$ cat config.mk
export PLATFORM = sky130hd
export DESIGN_NAME = alu_arbiter
export DESIGN_NICKNAME = d
export VERILOG_FILES = /design/src/rtl/alu_arbiter.sv
export SDC_FILE = /design/constraint.sdc
export NUM_CORES = 1
export LEC_CHECK = 0
export ABC_AREA = 1
export CAP_MARGIN = 25
export CORE_ASPECT_RATIO = 1.25
export CORE_UTILIZATION = 30
export DETAILED_ROUTE_END_ITERATION = 10
export SYNTH_ARGS = -nofsm -noshare
export SYNTH_HDL_FRONTEND = slang
export SYNTH_SLANG_ARGS = --single-unit
$ cat constraint.sdc
create_clock -name clk -period 2.6 [get_ports clk]
set_input_delay 0.52 -clock clk [delete_from_list [all_inputs] [get_ports clk]]
set_output_delay 0.52 -clock clk [all_outputs]
set_load 0.03 [all_outputs]
$ cat src/rtl/alu_arbiter.sv
// alu_arbiter
//   Shares one ALU between two requesters (slot 0: execute stage, slot 1:
//   debug/test port), one operation in flight at a time. A request is taken
//   over a valid/ready handshake and its fields are registered onto the ALU
//   inputs. The arbiter then waits ALU_LAT cycles and captures the result and
//   flags into a valid/ready response channel. Each slot owns a private
//   carry/zero context, so carry chains from one slot never see the other's
//   flags.
//
// Parameters
//   OP_W, SH_W     opcode / shift-op field widths
//   OPERAND_WIDTH  operand and result width
//   ALU_LAT        ALU pipeline depth in cycles (0 = combinational ALU)
//
// Ports
//   clk, rst                      clock, async active-high reset
//   req_valid/req_ready [1:0]     per-slot request handshake
//   req_op, req_shift_op, req_shift_dir, req_shift_const,
//   req_use_carry, req_flag_we, req_a, req_b   per-slot request fields
//   alu_*  (out)                  registered ALU inputs
//   alu_result, alu_zero_out, alu_carry_out    ALU outputs
//   rsp_valid/rsp_ready           response handshake
//   rsp_id, rsp_result, rsp_zero, rsp_carry    captured response
//   flag_zero, flag_carry [1:0]   per-slot stored flag context
//
// Configuration macro
//   ALU_ARB_FIXED_PRIO_EN  defined: slot 0 always wins a tie, no pointer.
//                          undefined: round robin between the two slots.

module alu_arbiter #(
  parameter int OP_W          = 5,
  parameter int SH_W          = 3,
  parameter int OPERAND_WIDTH = 8,
  parameter int ALU_LAT       = 0
) (
  input  logic                       clk,
  input  logic                       rst,
  input  logic [1:0]                 req_valid,
  output logic [1:0]                 req_ready,
  input  logic [2*OP_W-1:0]          req_op,
  input  logic [2*SH_W-1:0]          req_shift_op,
  input  logic [1:0]                 req_shift_dir,
  input  logic [1:0]                 req_shift_const,
  input  logic [1:0]                 req_use_carry,
  input  logic [1:0]                 req_flag_we,
  input  logic [2*OPERAND_WIDTH-1:0] req_a,
  input  logic [2*OPERAND_WIDTH-1:0] req_b,
  output logic [OP_W-1:0]            alu_op,
  output logic [SH_W-1:0]            alu_shift_op,
  output logic                       alu_shift_dir,
  output logic                       alu_shift_const,
  output logic                       alu_carry_in,
  output logic [OPERAND_WIDTH-1:0]   alu_operand_a,
  output logic [OPERAND_WIDTH-1:0]   alu_operand_b,
  input  logic [OPERAND_WIDTH-1:0]   alu_result,
  input  logic                       alu_zero_out,
  input  logic                       alu_carry_out,
  output logic                       rsp_valid,
  input  logic                       rsp_ready,
  output logic                       rsp_id,
  output logic [OPERAND_WIDTH-1:0]   rsp_result,
  output logic                       rsp_zero,
  output logic                       rsp_carry,
  output logic [1:0]                 flag_zero,
  output logic [1:0]                 flag_carry
);

  localparam int CNT_W = (ALU_LAT > 0) ? $clog2(ALU_LAT + 1) : 1;

  typedef enum logic [1:0] {
    IDLE = 2'd0,
    EXEC = 2'd1,
    RESP = 2'd2
  } state_t;

  state_t             state_q, state_d;
  logic [CNT_W-1:0]   cnt_q, cnt_d;
  logic               grant;
  logic               accept;
  logic               capture;

  logic [OP_W-1:0]          alu_op_q;
  logic [SH_W-1:0]          alu_shift_op_q;
  logic                     alu_shift_dir_q;
  logic                     alu_shift_const_q;
  logic                     alu_carry_in_q;
  logic [OPERAND_WIDTH-1:0] alu_a_q;
  logic [OPERAND_WIDTH-1:0] alu_b_q;
  logic                     owner_q;
  logic                     flag_we_q;
  logic                     rsp_id_q;
  logic [OPERAND_WIDTH-1:0] rsp_result_q;
  logic                     rsp_zero_q;
  logic                     rsp_carry_q;
  logic [1:0]               flag_zero_q;
  logic [1:0]               flag_carry_q;

`ifndef ALU_ARB_FIXED_PRIO_EN
  // Slot that wins the next tie; flips away from whoever was just granted.
  logic prio_q;
`endif

  // Tie-break: with a single valid slot the grant simply follows it.
  always_comb begin
    if (req_valid == 2'b11) begin
`ifdef ALU_ARB_FIXED_PRIO_EN
      grant = 1'b0;
`else
      grant = prio_q;
`endif
    end else begin
      grant = ~req_valid[0];
    end
  end

  always_comb begin
    state_d   = state_q;
    cnt_d     = cnt_q;
    accept    = 1'b0;
    capture   = 1'b0;
    req_ready = 2'b00;
    case (state_q)
      IDLE: begin
        if (|req_valid) begin
          req_ready[grant] = 1'b1;
          accept           = 1'b1;
          cnt_d            = CNT_W'(ALU_LAT);
          state_d          = EXEC;
        end
      end
      EXEC: begin
        if (cnt_q == '0) begin
          capture = 1'b1;
          state_d = RESP;
        end else begin
          cnt_d = cnt_q - CNT_W'(1);
        end
      end
      RESP: begin
        if (rsp_ready) begin
          state_d = IDLE;
        end
      end
      default: state_d = IDLE;
    endcase
  end

  always_ff @(posedge clk or posedge rst) begin
    if (rst) begin
      state_q <= IDLE;
      cnt_q   <= '0;
    end else begin
      state_q <= state_d;
      cnt_q   <= cnt_d;
    end
  end

`ifndef ALU_ARB_FIXED_PRIO_EN
  always_ff @(posedge clk or posedge rst) begin
    if (rst) begin
      prio_q <= 1'b0;
    end else if (accept) begin
      prio_q <= ~grant;
    end
  end
`endif

  // Accept stage: latch the granted slot's fields onto the ALU inputs.
  always_ff @(posedge clk or posedge rst) begin
    if (rst) begin
      alu_op_q          <= '0;
      alu_shift_op_q    <= '0;
      alu_shift_dir_q   <= 1'b0;
      alu_shift_const_q <= 1'b0;
      alu_carry_in_q    <= 1'b0;
      alu_a_q           <= '0;
      alu_b_q           <= '0;
      owner_q           <= 1'b0;
      flag_we_q         <= 1'b0;
    end else if (accept) begin
      alu_op_q          <= grant ? req_op[2*OP_W-1:OP_W] : req_op[OP_W-1:0];
      alu_shift_op_q    <= grant ? req_shift_op[2*SH_W-1:SH_W] : req_shift_op[SH_W-1:0];
      alu_shift_dir_q   <= req_shift_dir[grant];
      alu_shift_const_q <= req_shift_const[grant];
      // Carry-in comes from the granting slot's own context only.
      alu_carry_in_q    <= req_use_carry[grant] & flag_carry_q[grant];
      alu_a_q           <= grant ? req_a[2*OPERAND_WIDTH-1:OPERAND_WIDTH] : req_a[OPERAND_WIDTH-1:0];
      alu_b_q           <= grant ? req_b[2*OPERAND_WIDTH-1:OPERAND_WIDTH] : req_b[OPERAND_WIDTH-1:0];
      owner_q           <= grant;
      flag_we_q         <= req_flag_we[grant];
    end
  end

  // Capture stage: ALU output into the response registers and owner's flags.
  always_ff @(posedge clk or posedge rst) begin
    if (rst) begin
      rsp_id_q     <= 1'b0;
      rsp_result_q <= '0;
      rsp_zero_q   <= 1'b0;
      rsp_carry_q  <= 1'b0;
      flag_zero_q  <= 2'b00;
      flag_carry_q <= 2'b00;
    end else if (capture) begin
      rsp_id_q     <= owner_q;
      rsp_result_q <= alu_result;
      rsp_zero_q   <= alu_zero_out;
      rsp_carry_q  <= alu_carry_out;
      if (flag_we_q) begin
        flag_zero_q[owner_q]  <= alu_zero_out;
        flag_carry_q[owner_q] <= alu_carry_out;
      end
    end
  end

  assign alu_op          = alu_op_q;
  assign alu_shift_op    = alu_shift_op_q;
  assign alu_shift_dir   = alu_shift_dir_q;
  assign alu_shift_const = alu_shift_const_q;
  assign alu_carry_in    = alu_carry_in_q;
  assign alu_operand_a   = alu_a_q;
  assign alu_operand_b   = alu_b_q;
  assign rsp_valid       = (state_q == RESP);
  assign rsp_id          = rsp_id_q;
  assign rsp_result      = rsp_result_q;
  assign rsp_zero        = rsp_zero_q;
  assign rsp_carry       = rsp_carry_q;
  assign flag_zero       = flag_zero_q;
  assign flag_carry      = flag_carry_q;

endmodule

# Word level (Yosys, flattened, before mapping)
# Index checks and enable logic that the tools add are counted.
dict set report word_totals {
  ff_bits 48
  wordCells 74
  output_inout_bits 45
}
dict set report classes {
  bitwise 3
  n_eq_ne 6
  reduce_logical 8
  mux 34
  order_cmp 4
  add_sub_neg 1
}
# cell n
set op_table {}
lappend op_table {{1-bit two-way mux} 19}
lappend op_table {{8-bit two-way mux} 2}
lappend op_table {{2-bit two-way mux} 5}
lappend op_table {{2-bit one-hot mux with 3 select lines} 1}
lappend op_table {{5-bit two-way mux} 1}
lappend op_table {{2-bit bitwise mux} 2}
lappend op_table {{2-bit == test (second input constant)} 2}
lappend op_table {{1-bit by 2-bit less-than comparator with 1-bit output (second input constant)} 2}
lappend op_table {{2-bit inequality test (second input constant)} 2}
lappend op_table {{2-bit AND reduction} 2}
lappend op_table {{3-bit two-way mux} 1}
lappend op_table {{3-bit AND reduction} 1}
lappend op_table {{1-bit demux with 1-bit select} 2}
lappend op_table {{2-bit by 1-bit == test with 1-bit output (second input constant)} 1}
lappend op_table {{1-bit >= comparator (second input constant)} 2}
lappend op_table {{1-bit logical AND} 2}
lappend op_table {{2-bit logical NOT} 1}
lappend op_table {{2-bit by 1-bit inequality test with 1-bit output (second input constant)} 1}
lappend op_table {{1-bit inverter} 2}
lappend op_table {{1-bit one-hot mux with 2 select lines} 1}
lappend op_table {{2-bit nonzero test} 1}
lappend op_table {{2-bit OR reduction} 1}
lappend op_table {{1-bit bitwise AND} 1}
lappend op_table {{1-bit subtractor (second input constant)} 1}

# Logic depth before layout (Yosys ltp)
# Gate-level depths: netlist (run 1).
dict set report depth {
  ltp_word 8
  ltp_mapped 8
  depth_no_buf 6
}

# Worst setup path before layout (run 1)
# OpenSTA, ideal clock, no wires.
dict set report synth_path {
  path_type {input to output}
  start {input port req_valid[1]}
  end {output port req_ready[0]}
  path_stages 4
  path_slack_ns 0.837
  arrival_time_ns 1.243
  cell_sequence {nand2_1 > nand2_1 > buf_2 > nor2_1}
}
dict set report synth_between {
  elab_chain_cells 8
}
# item line
set synth_lines {}
lappend synth_lines {{from (decl)} 38} ;# input logic [1:0] req_valid,
lappend synth_lines {{2-bit == test} 105} ;# if (req_valid == 2'b11) begin
lappend synth_lines {{1-bit two-way mux} 105}
lappend synth_lines {{1-bit by 2-bit less-than comparator with 1-bit output (implied by the code) or 1-bit >= comparator (tied branches)} 125} ;# req_ready[grant] = 1'b1;
lappend synth_lines {{1-bit logical AND (implied by the code)} 125}
lappend synth_lines {{1-bit two-way mux (implied by the code)} 125}
lappend synth_lines {{1-bit demux with 1-bit select} 125}
lappend synth_lines {{2-bit two-way mux *} 124} ;# if (|req_valid) begin
lappend synth_lines {{2-bit two-way mux *} 122} ;# case (state_q)
lappend synth_lines {{to (decl)} 39} ;# output logic [1:0] req_ready,
# Mark *: on every way between the ends. The rest lies on a longest branch, timed or not.

# Worst setup path in the final report (run 1)
dict set report layout_path {
  start {input port req_valid[0]}
  end {output port req_ready[0]}
}
dict set report layout_between {
  elab_chain_cells 8
}
# item line
set layout_lines {}
lappend layout_lines {{2-bit == test or 1-bit inverter (tied branches)} {105, 112}}
lappend layout_lines {{1-bit two-way mux} 105}
lappend layout_lines {{1-bit by 2-bit less-than comparator with 1-bit output (implied by the code) or 1-bit >= comparator (tied branches)} 125}
lappend layout_lines {{1-bit logical AND (implied by the code)} 125}
lappend layout_lines {{1-bit two-way mux (implied by the code)} 125}
lappend layout_lines {{1-bit demux with 1-bit select} 125}
lappend layout_lines {{2-bit two-way mux *} 124}
lappend layout_lines {{2-bit two-way mux *} 122}
# Marks and branches as above.

==> impl_summary.md, run 1 <==
Worst setup path
The critical path starts at req_valid[0]. The signal on the critical path passes through clkdlybuf4s50_1 -> nand2_1 -> nor2_1 -> buf_4. The buffering stage count on the worst path with inverters included is 2. The data required time of the worst path is between 2 and 2.5 ns.

The critical path's slowest cell is clkdlybuf4s50_1. The worst flop-to-flop path startpoint is state_q[1]. The worst path arrival time is 1.67 ns. The peak per-stage delay on the critical path is 0.54 ns. The critical path launch point type is a primary input. The cell class contributing the biggest share of worst-path delay is buffers and inverters. The worst-path maximum fanout is 9. The start-to-end type of the worst setup path is in -> out. The worst setup path is captured at an output pin.

Routing
The routed design has about 6.4 mm of wire. The routed via count divided by cell count is 4.56. The via count is 2323.

Before antenna repair, the detailed router went through 6 iterations. The number of antenna-violating nets in the routed design is 0. The first-iteration detailed-routing DRC count is 116. The mean routed wirelength per cell is roughly 13 um.

The number of DRC violations after detailed routing is 0.

Global routing
For this run the aggregate overflow at the end of global routing stands at 0. The first global-routing pass estimated 10.6 mm of wire. The number of antenna violations at the first check in global routing was 0.

Entering global routing, the biggest net connects 30 pins. The total routing usage reported by global routing is 0.171. The number of global-route vias before repair was 2289.

Synthesis
The fraction of the mapped netlist area in simple logic gates is 0.386. Measured against the total synthesized area, the mux share comes to 0. When the netlist entered floorplanning its net count stood at between 300 and 400. The complex-gate fraction of the synthesized area is 0.00648. The number of distinct library cells after synthesis is 14.

The dominant combinational cell family by area after synthesis is simple AND/OR/NAND/NOR gates. Of the total synthesized cell area, the portion taken by XOR and XNOR cells is 0. Dividing the synthesized area by the synthesized cell count gives 7.65 um^2. Of the synthesized area, sequential elements account for 0.507. The adder and majority cell fraction of the synthesized area is 0.

Yosys printed 0 warnings. The summed instance area of the synthesized netlist is 2320 um^2. The cell count after synthesis came out at 303.

The synthesized design contains 47 register bits.

Job
The tool flagged a number of max-cap violations equal to 0.

Timing
At the pin with the least slew margin, the transition time is 0.515 ns. The peak clock frequency supported by timing is roughly 0.46 GHz. The hold violation count in the final report is 0. The fraction of the cycle the final worst path needs is 0.843. Setup repair after global routing left no endpoint under its margin. The setup skew after layout is 0.00618 ns.

After routing, the total negative slack on setup checks comes to 0 ns. The count of final max-slew check failures is 0. Measured against its own limit, the worst slew margin works out to 0.656. Across all hold checks on the routed design, the worst slack comes to 0.481 ns. The final critical-path required period is 2.19 ns. The final setup violation count is 0.

Clock tree
The CTS root buffer is clkbuf_8. After clock tree synthesis, the clock-pin slew on the worst setup and hold paths is around 0.08 ns. The level count of the clock H-tree is 2. The count of cells resized by post-cts repair is 0.

Counting the buffers created by CTS gives 5. The later-pin clock latency in the skew report is 0.30 ns. For this design, the sink count on the clock tree is 47. The CTS tree is built. The longest clock path from root to sink contains 2 buffers. The number of hold buffers added after cts is 0. The number of setup buffers added after CTS is 0.

Final layout
The number of filler cells placed in the layout is 752. The finished cells cover 3680 um^2. In the layout the commonest cells are 136 x nand2_1, 113 x clkdlybuf4s50_1, 47 x dfrtp_1. The signed area change from the synthesized netlist to the final layout is 58.7%. At the end of the flow, the number of nets in the layout was between 400 and 500. The number of diodes is 0. Leaving out fill and tap cells, the most frequent cell in the layout is nand2_1. The fraction of final layout cells with drive strength greater than 1 is 0.0528.

Floorplanning
The number of rows created at floorplan is 35. The core region is 7440 um^2. For this configuration, the core starts out at a cell density of 0.311. The top-level port count is ~120. The die footprint is approximately 8100 um^2. The die is approximately 81 um wide.

The floorplan step set the die height to approximately 100 um.

Run status
The run finished with clean final reports.

Pwr
The worst vdd rail ir drop is 681 uV. For this design the ratio of total power to cell area is 1180 nW/um^2. The analysis attributes to cell leakage a power of roughly 1.8 nW.

Placement
Port buffering added ~120 buffers. Once placement finished, the instance area stood at around 3500 um^2. After legalization and detailed placement, the total HPWL measured 4.79 mm. Routability-driven placement finished with a final weighted congestion of 0.766.

Min path
The min-delay analysis places its worst path in the category reg -> reg. In this run the most critical hold path is launched from alu_operand_a[2].
[through the flow]
stage | setup WS, ns | total power [W] | cells | util
floorplan | 0.837 | 0.00277 | 303 | -
global placement | 0.448 | 0.00374 | 501 | 0.476
detailed placement | 0.417 | 0.00377 | 501 | 0.476
CTS | 0.409 | 0.00441 | 509 | 0.494
global route | 0.314 | 0.00467 | 509 | 0.494
finish | 0.409 | 0.00436 | 509 | 0.494
[cells by family (layout without fill, tap and decap cells)]
kind of cell,count (synthesis),in the layout
DFF,47,47
buffers and inverters,53,167
AOI/OAI and AO/OA,3,3
and+or+nand+nor,200,200
[worst min-delay path, stage by stage, from the launching register on]
cell	delay, ns
dfrtp_1	0.35
nand2_1	0.05
nand2_1	0.05
[layout make-up]
class	instances	area (um^2)	area share
repair buffers	123	1210	0.328
flip-flops and latches	47	1180	0.320
multi-input cells	203	911	0.248
well taps	92	115	0.0313
inverters	36	135	0.0367
clock buffers	5	68.8	0.0187
clock inverters	3	67.6	0.0184
[final timing paths]
path                            cells after the start  slack, ns          endpoint
min in group asynchronous                           2       0.55         alu_op[1]
max in group asynchronous                           3       1.48     rsp_result[4]
worst max register to register                      6       1.02     flag_carry[1]
worst min register to register                      2       0.48  alu_operand_a[2]
worst min-delay path                                2       0.48  alu_operand_a[2]
worst max-delay path                                4       0.41      req_ready[0]
[synthesized netlist by cell type]
cell	instances	area, um^2
buf_2	14	70.1
nand4_1	2	12.5
nor3_1	1	5.00
inv_2	2	7.51
buf_6	2	22.5
clkbuf_1	1	3.75
nor2_2	1	6.26
nand3_1	31	155
o21ai_0	3	15.0
nor2_1	3	11.3
inv_1	34	128
dfrtp_1	47	1180
nand3b_1	26	195
nand2_1	136	510
[power breakdown]
part | switching (W) | leakage [nW] | internal [W] | total, W
Combinational | 0.00146 | 1.19 | 0.000953 | 0.00242
Sequential | 0.000211 | 0.573 | 0.00110 | 0.00131
Clock | 0.000248 | 0.0644 | 0.000383 | 0.000631
[layer usage]
layer / share of wire / track usage
met1: 0.42 / 0.204
met3: 0.053 / 0.0327
met2: 0.51 / 0.306
met5: 0 / 0
met4: 0.011 / 0.0495
[sequential cells by signal, indices dropped and copies added, names as in the netlist, 2 cells and up]
| signal | cells |
|---|---|
| alu_operand_a | 8 |
| alu_operand_b | 8 |
| rsp_result | 8 |
| alu_op | 5 |
| alu_shift_op | 3 |
| flag_carry | 2 |
| flag_zero | 2 |
| state_q | 2 |
No activity file was read; power rests on OpenSTA's default activity.
==> run 2: changes to the inputs <==
PLACE_DENSITY = 0.65   (was default)
clock period = 1.9 ns   (was 2.6 ns; I/O delays follow)
==> run 2 against run 1 <==
  * First-iteration DRC count is 27% lower
  * Sequential power is 37% higher
  * Final cell count is 0.39% higher
  * Wire length is 4.0% lower
  * Die area stayed put
  * Via count is 1.9% lower
  * Critical path depth is 2 higher
  * Largest cell class unchanged
==> impl_summary.md, run 2 (synthesis gave the netlist of run 1 again) <==
Pwr
The power per unit of standard cell area is 1600 nW/um^2. The worst vdd rail ir drop is 794 uV. The overall power consumption is around 0.0059 W. The static leakage is between 1.5 and 2 nW.

Routing
The met2 layer wire length in the routed design is 3.17 mm. The first routing iteration left 85 violations. The met1 wire length is roughly 2.6 mm. Using the TritonRoute via totals, the vias-per-cell ratio works out to 4.46. The number of optimization iterations in the first detailed-route pass is 4. The total wire length after detailed routing is about 6 mm. The highest metal layer used by the detailed router is met4.

The number of antenna-violating nets in the routed design is 0. The mean routed wirelength per cell is 12.1 um. The number of DRC violations after detailed routing is 0.

The via count is 2280. Detailed routing placed a total of 309 um of wire on met3.

Timing
In the final timing run, aggregate negative setup slack is 0 ns. Based on the critical path, the design can be clocked at up to ~0.57 GHz. The count of final max-slew check failures came to 0. The fraction of the cycle the final worst path needs is 0.928. The hold violation count in the final report is 0. Setup repair after global routing left no endpoint under its margin.

The final setup violation count is 0. The max-slew headroom at the worst pin is 0.674. The final critical-path required period is 1.76 ns. The worst path setup slack after routing is 0.137 ns.

Between clock sinks in the finished design, the worst skew comes to between 0.002 and 0.003 ns. The pin slew with the least headroom to its limit is ~0.5 ns. The worst hold-check slack is 0.440 ns.

Global routing
The number of antenna violations at the first check in global routing came to 0. The first global-routing pass estimated 10.5 mm of wire. The maximum number of pins on one net before global-route repair is between 40 and 50. The total routing usage reported by global routing is 0.168.

The number of global-route vias before repair is 2246. The total congestion overflow after global routing is 0.

Final layout
The multi-input combinational cell area is 911 um^2. Leaving out fill and tap cells, the most frequent cell in the layout is nand2_1. Fill cells in the final layout number 768. From synthesis to final layout, the design area changed by 59.1%. In the final layout, the share of cells above drive strength 1 is 0.0573.

The number of diodes is 0. In the final layout, flip-flops and latches occupy 1180 um^2. The net count of the finished layout is between 400 and 500. In the layout the commonest cells are 136 x nand2_1, 111 x clkdlybuf4s50_1, 47 x dfrtp_1.

After routing the design area is 3690 um^2.

Clock tree
The clock passes through at most 2 buffers. The CTS root buffer is clkbuf_8. The level count of the clock H-tree is 2. After clock tree synthesis, the clock-pin slew on the worst setup and hold paths is 0.08 ns. TritonCTS built the clock tree. The later-pin clock latency in the skew report is 0.29 ns. The TritonCTS sink count is 47. The number of buffers created by CTS is 5.

Worst setup path
The start-to-end type of the worst setup path is in -> out. The worst path arrival time is 1.38 ns. The start point of the critical path is req_valid[1].

The worst reg-to-reg setup slack is 0.56 ns. In this run the critical register-to-register path is captured at alu_op[1]. STA classifies the critical path startpoint as a primary input. STA classifies the critical path endpoint as an output pin. The worst register-to-register path begins at state_q[0]. The capture point of the critical path is req_ready[1]. The number of cells on the worst reg-to-reg path is 7. The data required time of the worst path is roughly 1.5 ns. The worst-path maximum fanout is 4.

Placement
After legalization and detailed placement, the total HPWL measured 4.61 mm. The count of buffers added on input and output ports is 115. After detailed placement, the total cell area comes to 3570 um^2. Before CTS, the worst setup slack after placement is 0.0430 ns. Routability-driven placement finished with a final weighted congestion of 0.719.

Floorplanning
The core box area is approximately 7400 um^2. The die footprint is 8090 um^2. Measured along the y axis, the die boundary spans 100 um. In this run the core area contains 35 standard-cell rows.

Measured along the x axis, the die boundary spans 80.6 um. The top-level port count is about 120. For this configuration, the core starts out at a cell density of 0.311.

Run status
The run finished with clean final reports.

Job
Across the run, the number of max-cap violations was 0.

Min path
The worst hold path belongs to the class in -> async.
==> run 2: power by group <==
part	internal, W	leakage [nW]	total [W]	switching [W]
clock network	0.000426	0.0612	0.000760	0.000334
registers	0.00151	0.573	0.00180	0.000291
logic	0.00134	1.22	0.00334	0.00199
total	0.00328	1.85	0.00589	0.00262
==> run 2: stage by stage <==
step	util	instances
after floorplan	-	303
final	0.496	511
after detailed placement	0.480	503
after global placement	0.480	503
after global routing	0.496	511
after CTS	0.495	511
==> run 2: area by class of cell <==
type                    instances  share of cell area
clock inverters                 2             0.00949
clock buffers                   6              0.0224
well taps                      92              0.0312
inverters                      36              0.0366
multi-input cells             203               0.247
flip-flops and latches         47               0.319
repair buffers                125               0.335
==> run 2: routing by layer <==
metal	GRT usage	vias to the layer above
met3	0.0336	7
met2	0.306	65
li1	-	1153
met4	0.0467	0
met5	0	-
met1	0.197	1055
==> run 2: worst min path at each step <==
stage,to
5_1_grt,alu_operand_b[2]
2_1_floorplan,prio_q
6_report,alu_operand_a[6]
4_1_cts,alu_operand_a[6]
3_3_place_gp,prio_q
3_5_place_dp,alu_operand_a[0]
==> run 2: repair_timing <==
action | CTS | global route
hold endpoints to repair | 0 | 0
hold buffers | 0 | 0
pin swaps | 0 | 2
endpoints found under the setup margin | 1 | 1
gates resized for setup | 1 | 1
buffers inserted | 0 | 0
==> run 2: critical path: stages <==
cell,delay [ns]
clkdlybuf4s50_1,0.48
nor2_1,0.06
nor2_2,0.14
nand2_1,0.10
inv_1,0.07
buf_4,0.15
==> run 3: changes to the inputs <==
PLACE_DENSITY = default   (was 0.65)
clock period = 1.68 ns   (was 1.9 ns; I/O delays follow)
==> run 3 against run 2 <==
  * First-iteration DRC count increased by 26%
  * Wire length increased by 5.8%
  * Register-to-register slack got worse by 0.25 ns
  * Clock skew increased by 0.011 ns
  * Count of clock-buffer cells in the layout decreased by 1
  * Die area unchanged
  * Hold slack got worse by 0.14 ns
  * Final cell count increased by 0.20%
  * Global-route usage increased by 0.080 points
  * Non-clock buffer count increased by 1
  * Combinational power increased by 5%
  * Critical endpoint is now req_ready[0]
  * Largest power group unchanged
==> impl_summary.md, run 3 (synthesis gave the netlist of run 1 again) <==
Floorplanning
In this run the count of I/O pins placed on the die edge is 116. For this configuration, the core starts out at a cell density of 0.311. The die is 80.6 um wide. The core box area is 7440 um^2. The die extent in y is 100 um. The die footprint is a little over 8000 um^2.

The number of rows created at floorplan is 35.

Worst setup path
In this design, the largest share of critical-path delay is due to buffers and inverters. The start point of the critical path is req_valid[1]. The nature of the critical path endpoint is an output pin. The endpoint identified for the worst register-to-register timing path is alu_operand_a[2]. Walking the worst path, the cells encountered are clkdlybuf4s50_1 -> nand2_1 -> nand2_2 -> nor2_1 -> buf_4. The startpoint identified for the worst register-to-register timing path is state_q[0].

The start-to-end type of the worst setup path is in -> out. The setup check on the worst reg-to-reg path leaves a slack of 0.31 ns. The critical path launch point type is a primary input. For this design, the slowest cell found on the critical path is clkdlybuf4s50_1.

The critical path crosses 5 cells after its start point. In this run the worst path has a maximum fanout of 4. The data required time of the worst path is 1.34 ns. The peak per-stage delay on the critical path is about 0.42 ns. Counting cells, the worst reg-to-reg path comes to 7. The worst path arrival time is 1.29 ns. The buffering stage count on the worst path with inverters included is 2.

Final layout
Summing all flip-flop and latch instances after layout gives 1180 um^2. The fraction of final layout cells with drive strength greater than 1 is 0.0643. The area of all placed cells without fillers is 3660 um^2. The top cell types in the final layout, fill and taps aside, are 134 x nand2_1, 69 x clkdlybuf4s50_1, 47 x dfrtp_1.

The multi-input combinational cell area is 916 um^2. The final standard cell count with taps included and fillers excluded is around 500. The signed area change from the synthesized netlist to the final layout is 57.8%. In the final design database the tool counted 490 nets. The number of diodes is 0. The most common cell after layout, fill and taps aside is nand2_1.

The filler cells instantiated in the layout total 795.

Global routing
The number of global-route vias before repair is 2128. The first global-routing pass estimated 10.4 mm of wire. The total routing usage reported by global routing is 0.169.

The total congestion overflow after global routing is 0. The number of antenna violations at the first check in global routing is 0. Entering global routing, the biggest net connects 35 pins.

Placement
The number of instances in the placed design is 503. The sum of net half-perimeters after detailed placement is 4.68 mm. Input and output buffers added on the ports amount to roughly 120. After detailed placement, the total cell area comes to 3570 um^2. The final weighted congestion of routability-driven global placement is 0.749.

Routing
For this run, the detailed router's first-pass iteration total came to 4. After detailed routing, the number of remaining DRC violations is 0. The final route contains 2300 vias.

After detailed routing, the total wire length is 6.53 mm. The detail route stage leaves a number of antenna-violating nets equal to 0. After detailed routing, the average wire length per cell comes to approximately 13 um. The first routing iteration left 107 violations. The routed via count divided by cell count is 4.49.

Clock tree
The later-pin clock latency in the skew report is 0.30 ns. The CTS tree is built. The cell sitting at the root of the clock tree is a clkbuf_8. CTS saw 47 sinks. The buffer depth of the longest clock path is 2. The clock input transition at the sequential cells of the worst setup and hold paths is 0.10 ns. The number of buffers created by CTS is 5. In this run the number of H-tree levels came out at 2.

Timing
The worst hold-check slack is roughly 0.3 ns. Clock skew on the completed layout was measured at about 0.013 ns. Of the available clock period, the critical path in the final layout requires 0.968. Setup repair after global routing left no endpoint under its margin. At the pin with the least slew margin, the transition time is 0.512 ns. The sum of negative setup slack is 0 ns. The hold violation count in the final report is 0.

The peak clock frequency supported by timing is between 0.6 and 0.7 GHz. Counting I/O delays and the setup requirement, the final critical path takes 1.63 ns. Setup violations remaining at the end of the flow were counted as 0. The count of final max-slew check failures came to 0. In this run the tightest slew margin relative to its limit is 0.658.

Pwr
The static leakage is 2.00 nW. The power per unit of standard cell area is 1700 nW/um^2. The worst vdd rail ir drop is ~1100 uV.

Min path
The tightest min-delay check is of the in -> async type.

Job
The max-cap violation count is 0.

Run status
The flow ran to the end, and the final reports show no timing, DRC or antenna violations.
## run 3: final cells by class
type / count / area share
clock inverters: 3 / 0.00650
well taps: 92 / 0.0315
repair buffers: 126 / 0.334
clock buffers: 5 / 0.0188
inverters: 36 / 0.0369
multi-input cells: 203 / 0.250
flip-flops and latches: 47 / 0.321
## run 3: layer usage
layer | global-route usage | wire, um | vias up
li1 | - | - | 1158
met1 | 0.221 | 2830 | 1064
met5 | 0 | 0 | -
met4 | 0.0453 | 63 | 0
met2 | 0.283 | 3260 | 73
met3 | 0.0318 | 377 | 5
## run 3: metrics by stage
step	setup slack, ns	utilization	total power, W
3_3_place_gp	-0.0308	0.480	0.00584
3_5_place_dp	-0.0545	0.480	0.00587
5_1_grt	0.00330	0.491	0.00672
4_1_cts	0.00161	0.487	0.00631
2_1_floorplan	0.228	-	0.00428
6_report	0.0541	0.491	0.00621
## run 3: worst max path at each step
stage                            end
floorplan               alu_carry_in
global placement             owner_q
detailed placement  alu_operand_a[2]
CTS                    rsp_result[4]
global route               rsp_valid
finish                  req_ready[0]
## run 3: worst reg2reg max path, cell delays in order (launching register included)
cell     delay (ns)
dfrtp_1        0.41
inv_1          0.07
nand2_2        0.07
nor2_2         0.12
buf_4          0.13
buf_4          0.31
nand3_1        0.14
nand2_1        0.07
## run 3: timing repair
item                       4_1_cts  5_1_grt
gates resized for setup         35       12
setup buffers                    1        0
gates cloned                     0        0
pin swaps                        1        0
hold buffers                     0        0
setup endpoints to repair       36       10
## run 3: report_power, final
part	internal (W)	leakage (nW)	switching (W)	total, W
Clock	0.000298	0.0408	0.000398	0.000695
Combinational	0.00122	1.38	0.00229	0.00351
Sequential	0.00170	0.573	0.000304	0.00201
Total	0.00322	2.00	0.00300	0.00621
